**src/rtl/lcm_unit_pkg.sv**
```systemverilog
// Shared definitions for the LCM unit: FSM encoding and default operand width.
package lcm_unit_pkg;

   localparam int WIDTH_DEF = 16;

   typedef enum logic [1:0] {
      S_IDLE = 2'd0,
      S_DIV  = 2'd1,
      S_MUL  = 2'd2,
      S_DONE = 2'd3
   } state_e;

endpackage

```
**src/rtl/lcm_unit_if.sv**
```systemverilog
// Operand/result handshake bundle between the gcd core, the LCM unit and the sink.
interface lcm_unit_if
   import lcm_unit_pkg::*;
#(
   parameter int WIDTH = WIDTH_DEF
);
   logic [WIDTH-1:0]   m_in;
   logic [WIDTH-1:0]   n_in;
   logic [WIDTH-1:0]   gcd_in;
   logic               in_valid;
   logic               in_ready;
   logic [2*WIDTH-1:0] lcm_out;
   logic               lcm_err;
   logic               out_valid;
   logic               out_ready;

   // Environment side: drives operands and sink ready.
   modport master (
      output m_in, n_in, gcd_in, in_valid, out_ready,
      input  in_ready, lcm_out, lcm_err, out_valid
   );

   // LCM unit side.
   modport slave (
      input  m_in, n_in, gcd_in, in_valid, out_ready,
      output in_ready, lcm_out, lcm_err, out_valid
   );
endinterface

```
**src/rtl/lcm_unit_serdiv.sv**
```systemverilog
// Serial restoring divider: WIDTH steps after start, one quotient bit per clock, MSB first.
module lcm_serdiv
   import lcm_unit_pkg::*;
#(
   parameter int WIDTH = WIDTH_DEF
) (
   input  logic             clk,
   input  logic             rst,
   input  logic             start_i,
   input  logic [WIDTH-1:0] dividend_i,
   input  logic [WIDTH-1:0] divisor_i,
   output logic             busy_o,
   output logic             last_o,
   output logic [WIDTH-1:0] quo_o
);
   localparam int CW = (WIDTH > 1) ? $clog2(WIDTH) : 1;

   logic [WIDTH-1:0] dvd_q, dvs_q, quo_q;
   logic [WIDTH:0]   rem_q, rem_sh, rem_d;
   logic [CW-1:0]    cnt_q;
   logic             busy_q, ge;

   // One restoring step: shift in next dividend bit, subtract divisor if it fits.
   // Remainder carries one extra bit so the compare never overflows.
   always_comb begin
      rem_sh = {rem_q[WIDTH-1:0], dvd_q[WIDTH-1]};
      ge     = (rem_sh >= {1'b0, dvs_q});
      rem_d  = ge ? (rem_sh - {1'b0, dvs_q}) : rem_sh;
   end

   // Operand capture on start, then WIDTH iterations while busy.
   always_ff @(posedge clk or posedge rst) begin
      if (rst) begin
         dvd_q  <= '0;
         dvs_q  <= '0;
         quo_q  <= '0;
         rem_q  <= '0;
         cnt_q  <= '0;
         busy_q <= 1'b0;
      end else if (start_i) begin
         dvd_q  <= dividend_i;
         dvs_q  <= divisor_i;
         quo_q  <= '0;
         rem_q  <= '0;
         cnt_q  <= CW'(WIDTH-1);
         busy_q <= 1'b1;
      end else if (busy_q) begin
         dvd_q <= dvd_q << 1;
         rem_q <= rem_d;
         quo_q <= {quo_q[WIDTH-2:0], ge};
         cnt_q <= cnt_q - 1'b1;
         if (cnt_q == '0) busy_q <= 1'b0;
      end
   end

   assign busy_o = busy_q;
   assign last_o = (cnt_q == '0);
   assign quo_o  = quo_q;
endmodule

```
**src/rtl/lcm_unit.sv**
```systemverilog
// LCM stage: lcm = (m / gcd) * n via serial divide then serial shift-add multiply.
module lcm_unit
   import lcm_unit_pkg::*;
#(
   parameter int WIDTH = WIDTH_DEF
) (
   input  logic        clk,
   input  logic        rst,
   lcm_unit_if.slave   bus
);
   localparam int CW = (WIDTH > 1) ? $clog2(WIDTH) : 1;

   state_e             state_q, state_d;
   logic [2*WIDTH-1:0] acc_q, mcand_q;
   logic [CW-1:0]      k_q;
   logic               err_q, vld_q;
   logic               accept, gcd_zero, div_start, div_busy, div_last;
   logic [WIDTH-1:0]   quo;

   assign accept    = (state_q == S_IDLE) && bus.in_valid;
   assign gcd_zero  = (bus.gcd_in == '0);
   assign div_start = accept && !gcd_zero;

   lcm_serdiv #(.WIDTH(WIDTH)) u_div (
      .clk        (clk),
      .rst        (rst),
      .start_i    (div_start),
      .dividend_i (bus.m_in),
      .divisor_i  (bus.gcd_in),
      .busy_o     (div_busy),
      .last_o     (div_last),
      .quo_o      (quo)
   );

   // State register.
   always_ff @(posedge clk or posedge rst) begin
      if (rst) state_q <= S_IDLE;
      else     state_q <= state_d;
   end

   // Next-state: a zero gcd skips both arithmetic phases and reports an error.
   always_comb begin
      state_d = state_q;
      case (state_q)
         S_IDLE: if (bus.in_valid) state_d = gcd_zero ? S_DONE : S_DIV;
         S_DIV:  if (div_busy && div_last) state_d = S_MUL;
         S_MUL:  if (k_q == CW'(WIDTH-1)) state_d = S_DONE;
         S_DONE: if (vld_q && bus.out_ready) state_d = S_IDLE;
         default: state_d = S_IDLE;
      endcase
   end

   // Shift-add multiplier and result/valid registers. Valid rises with the entry
   // into DONE on the normal path; on the error path it rises one cycle after entry.
   always_ff @(posedge clk or posedge rst) begin
      if (rst) begin
         acc_q   <= '0;
         mcand_q <= '0;
         k_q     <= '0;
         err_q   <= 1'b0;
         vld_q   <= 1'b0;
      end else begin
         case (state_q)
            S_IDLE: if (accept) begin
               acc_q   <= '0;
               mcand_q <= {{WIDTH{1'b0}}, bus.n_in};
               k_q     <= '0;
               err_q   <= gcd_zero;
               vld_q   <= 1'b0;
            end
            S_MUL: begin
               if (quo[k_q]) acc_q <= acc_q + mcand_q;
               mcand_q <= mcand_q << 1;
               k_q     <= k_q + 1'b1;
               if (k_q == CW'(WIDTH-1)) vld_q <= 1'b1;
            end
            S_DONE: begin
               if (!vld_q)              vld_q <= 1'b1;
               else if (bus.out_ready)  vld_q <= 1'b0;
            end
            default: ;
         endcase
      end
   end

   assign bus.in_ready  = (state_q == S_IDLE);
   assign bus.lcm_out   = acc_q;
   assign bus.lcm_err   = err_q;
   assign bus.out_valid = vld_q;
endmodule

```
**src/flat_wrapper.sv**
```systemverilog
// flat-port wrapper written by rule: the top's interface ports become plain ports
module lcm_unit_flat import lcm_unit_pkg::*;
#(
   parameter int WIDTH = WIDTH_DEF
)
  (clk, rst, bus_m_in, bus_n_in, bus_gcd_in, bus_in_valid, bus_out_ready, bus_in_ready, bus_lcm_out, bus_lcm_err, bus_out_valid);
  lcm_unit_if #(.WIDTH(WIDTH)) bus_i ();
  input  logic clk;
  input  logic rst;
  input wire logic [$bits(bus_i.m_in)-1:0] bus_m_in;
  input wire logic [$bits(bus_i.n_in)-1:0] bus_n_in;
  input wire logic [$bits(bus_i.gcd_in)-1:0] bus_gcd_in;
  input wire logic [$bits(bus_i.in_valid)-1:0] bus_in_valid;
  input wire logic [$bits(bus_i.out_ready)-1:0] bus_out_ready;
  output wire logic [$bits(bus_i.in_ready)-1:0] bus_in_ready;
  output wire logic [$bits(bus_i.lcm_out)-1:0] bus_lcm_out;
  output wire logic [$bits(bus_i.lcm_err)-1:0] bus_lcm_err;
  output wire logic [$bits(bus_i.out_valid)-1:0] bus_out_valid;
  assign bus_i.m_in = bus_m_in;
  assign bus_i.n_in = bus_n_in;
  assign bus_i.gcd_in = bus_gcd_in;
  assign bus_i.in_valid = bus_in_valid;
  assign bus_i.out_ready = bus_out_ready;
  assign bus_in_ready = bus_i.in_ready;
  assign bus_lcm_out = bus_i.lcm_out;
  assign bus_lcm_err = bus_i.lcm_err;
  assign bus_out_valid = bus_i.out_valid;
  lcm_unit #(.WIDTH(WIDTH)) u_core (.clk(clk), .rst(rst), .bus(bus_i));
endmodule
```
**config.mk**
```make
export PLATFORM = sky130hd
export DESIGN_NAME = lcm_unit_flat
export DESIGN_NICKNAME = d
export VERILOG_FILES = /design/src/rtl/lcm_unit_pkg.sv /design/src/rtl/lcm_unit_if.sv /design/src/rtl/lcm_unit_serdiv.sv /design/src/rtl/lcm_unit.sv /design/src/flat_wrapper.sv
export SDC_FILE = /design/constraint.sdc
export NUM_CORES = 1
export LEC_CHECK = 0
export ABC_AREA = 0
export BUFFER_PORTS_ARGS = -buffer_cell sky130_fd_sc_hd__buf_2
export CAP_MARGIN = 10
export CELL_PAD_IN_SITES_DETAIL_PLACEMENT = 2
export CELL_PAD_IN_SITES_GLOBAL_PLACEMENT = 2
export CORE_MARGIN = 10
export CORE_UTILIZATION = 34
export CTS_CLUSTER_DIAMETER = 50
export DETAILED_ROUTE_END_ITERATION = 8
export PLACE_DENSITY = 0.85
export SYNTH_ARGS = -nofsm -noshare
export SYNTH_HDL_FRONTEND = slang
export SYNTH_HIERARCHICAL = 1
export SYNTH_SLANG_ARGS = --single-unit
```
**constraint.sdc**
```tcl
create_clock -name clk -period 2.6 [get_ports clk]
set_input_delay 0.13 -clock clk [delete_from_list [all_inputs] [get_ports clk]]
set_output_delay 0.13 -clock clk [all_outputs]
set_load 0.01 [all_outputs]
```
==> results.json <==
{
  "outcome": "complete, but fails checks",
  "violations": "setup timing",
  "period_share_pct": 112.0,
  "grt_pass1_vias": 9973,
  "clock_latency_ns": 0.46,
  "yosys_register_bits": 141,
  "crit_path_start_kind": "register",
  "busiest_layer": "met2",
  "seq_power_share_pct": 23.1,
  "power.internal_mw": 8.373,
  "gr-usage-met2_pct": 47.04,
  "synth.distinct_cells": 75,
  "syn_inst": 922,
  "syn_area_per_cell_um2": 9.320,
  "initial_core_util_pct": 34.32,
  "antenna_left": 0,
  "r2r-start": "u_core/mcand_q[0]$_DFFE_PP0P_",
  "synthTopCellsByCount": "141 x dfrtp_1, 124 x nand2_1, 107 x o21ai_0, 59 x nor2_1",
  "mappedNetlistArea_um2": 8593,
  "die-area_um2": 32030,
  "synth.most_common_cell": "dfrtp_1",
  "cts.sinks": 141,
  "r2r-end": "u_core/bus.lcm_out[30]$_DFFE_PP0P_",
  "syn_nets": 1029,
  "holdPathStages": 3,
  "portBuffers": 86,
  "die_w_um": 179.0,
  "syn_to_final_growth_pct": 40.39,
  "grt_pass1_wl_um": 62690,
  "maxCapViolCount": 0,
  "post-dp-hpwl_um": 22350,
  "synth-edff-count": 0,
  "finalHoldViolCount": 0,
  "total_power_mw": 15.53,
  "place_congestion": 0.8495,
  "grtUsageTotal_pct": 25.70,
  "grt.met1_usage_pct": 27.42,
  "leakagePower_nw": 5.713,
  "p_switching_mw": 7.160,
  "overflow": 0,
  "timing.fmax_mhz": 343.5,
  "cts_buffers": 17,
  "drt_pass1_iterations": 6,
  "drc": 0,
  "clkTransAtPathRegs_ns": 0.07,
  "worst_slew_pin_slew_ns": 0.9448,
  "root_buffer": "clkbuf_16",
  "p_clk_share_pct": 18.8,
  "finalSetupViolations": 19,
  "combPwrFrac_pct": 58.1,
  "met3_usage_pct": 4.655,
  "max_slew_margin_pct": 36.94,
  "worst_slack_ns": -0.3110,
  "seq_area_frac_synth_pct": 41.06,
  "cts_htree_levels": 4,
  "yosysWarnings": 6,
  "rsz0062_at_grt": "true",
  "worstSetupPathType": "reg -> reg",
  "synth-async-reset-ratio_pct": 100.0,
  "num_vias": 8958,
  "synth_area_leaders": "dfrtp_1 41%, ha_1 7.7%, o21ai_0 6.2%",
  "cts_tree": "yes",
  "min_period_ns": 2.911,
  "dominantRegCellSynth": "dfrtp_1",
  "ios": 87,
  "ir_drop_v": 0.0006155,
  "ctsLongestPathBuffers": 2,
  "hold_end": "u_core/mcand_q[9]$_DFFE_PP0P_",
  "endpoint_kind": "register",
  "drive_above_1_share_pct": 33.02,
  "min-delay-start": "bus_n_in[9]",
  "reg2reg_slack_ns": -0.31,
  "die_h_um": 179.0,
  "synth.top_cell.area_share_pct": 41.06,
  "vias_per_cell": 6.024,
  "cp.arrival_ns": 3.27,
  "drv_slew": 0,
  "grt_start_max_net_pins": 57,
  "switching_share_pct": 46.09,
  "wl_per_cell_um": 30.95,
  "ff2ff_path_depth": 12,
  "p_per_area_nw_per_um2": 1288,
  "antenna_cells": 0,
  "synth_largest_area_cell": "dfrtp_1",
  "coreArea_um2": 25040,
  "finalClockSkew_ns": 0.01616,
  "antenna_found_initial": 0,
  "wl_um": 46020,
  "rows": 58,
  "nets": 1252,
  "worstPathMaxFanout": 2,
  "drt_first_iter_violations": 680,
  "fin_hold_ws_ns": 0.006595,
  "hold_class": "in -> reg",
  "cp.required_ns": 2.95
}
==> registers in the layout, summed over array words and instances, names as in the netlist <==
| signal | count |
|---|---|
| u_core/bus.lcm_err | 1 |
| u_core/bus.lcm_out | 32 |
| u_core/bus.out_valid | 1 |
| u_core/k_q | 4 |
| u_core/mcand_q | 32 |
| u_core/state_q | 2 |
| u_core/u_div/busy_o | 1 |
| u_core/u_div/cnt_q | 4 |
| u_core/u_div/dvd_q | 16 |
| u_core/u_div/dvs_q | 16 |
| u_core/u_div/quo_o | 16 |
| u_core/u_div/rem_q | 16 |
==> cells in the final DEF (no fill, tap or decap), drive strengths merged, types with 6 or more instances in the layout <==
master and n:
nor2 60, a21oi 53, nor3 6, buf 213, inv 37, nor4 8
mux2i 53, a211oi 11, dfrtp 141, dlygate4sd3 39, a22o 21, ha 53
o21ai 115, nor2b 8, xnor2 17, nand2b 12, clkbuf 19, a21o 15
xor2 22, nand3 16, o21bai 7, o21a 6, nand2 124, a311oi 8
nand4 9, clkinv 6
==> repair_timing <==
action	CTS	global route
cloned	0	1
setup buffers	10	14
hold buffers	39	0
endpoints found under the hold margin	106	0
endpoints found under the setup margin	29	49
pin swaps	20	35
gates resized for setup	66	96
==> through the flow <==
stage	setup WS [ns]	utilization, %	std cells	TNS, ns	instance area (µm²)
after floorplan	0.002872	-	922	0	8611
after global placement	-0.09001	40.32	1394	-0.1373	10090
after detailed placement	-0.2945	40.32	1394	-1.028	10090
after CTS	-0.1739	46.10	1473	-0.3382	11540
after global routing	-0.3492	48.19	1487	-3.123	12060
final	-0.3110	48.19	1487	-2.383	12060
==> cell type report <==
class,count,area [µm²]
timing repair buffer,252,1848
fill,2552,12970
tap,330,412.9
clock buffer,19,452.9
sequential,141,3537
multi-input combinational,696,5461
inverter,37,141.4
clock inverter,12,210.2
==> critical path, stage by stage, from the launching register on <==
cell and delay (ns):
dfrtp_2 0.45, ha_4 0.19, inv_2 0.05, fa_2 0.37
nor2b_2 0.15, o211ai_1 0.15, a21oi_2 0.29, o21ai_2 0.11
nand4b_1 0.24, a31oi_4 0.15, o31ai_2 0.31, xnor2_1 0.14
o21ai_1 0.22
==> power groups by stage <==
stage / Sequential [mW] / Combinational, mW / Clock [mW]
after floorplan: 3.28 / 4.30 / 0
after global placement: 3.35 / 6.26 / 0
after detailed placement: 3.42 / 6.72 / 0
after CTS: 3.44 / 7.49 / 2.90
after global routing: 3.64 / 9.54 / 3.04
final: 3.59 / 9.02 / 2.92
==> metal layers <==
layer	wire, µm	vias up
met3	2375	192
met1	16800	4612
li1	-	3731
met4	3147	0
met2	23700	423
met5	0	-
==> worst max path at each step <==
stage	start	endpoint	cells after the start
final	u_core/mcand_q[0]$_DFFE_PP0P_	u_core/bus.lcm_out[30]$_DFFE_PP0P_	12
after global placement	u_core/bus.lcm_out[0]$_DFFE_PP0P_	u_core/bus.lcm_out[28]$_DFFE_PP0P_	12
after floorplan	u_core/bus.lcm_out[17]$_DFFE_PP0P_	u_core/bus.lcm_out[31]$_DFFE_PP0P_	11
after CTS	u_core/bus.lcm_out[4]$_DFFE_PP0P_	u_core/bus.lcm_out[31]$_DFFE_PP0P_	11
after global routing	u_core/mcand_q[13]$_DFFE_PP0P_	u_core/bus.lcm_out[30]$_DFFE_PP0P_	10
after detailed placement	u_core/bus.lcm_out[19]$_DFFE_PP0P_	u_core/bus.lcm_out[31]$_DFFE_PP0P_	10
==> cells by family (layout without fill, tap and decap cells) <==
kind of cell | after synthesis | in the layout | share of synthesized area, %
AO/OA/AOI/OAI | 272 | 272 | 20.30
AND/OR/NAND/NOR | 269 | 269 | 14.24
flip-flops | 141 | 141 | 41.06
buffers and inverters | 85 | 320 | 4.237
multiplexers | 61 | 61 | 8.008
adder cells (fa/ha/maj) | 55 | 55 | 8.183
XOR/XNOR | 39 | 39 | 3.975
(Power assumes the default switching activity.)
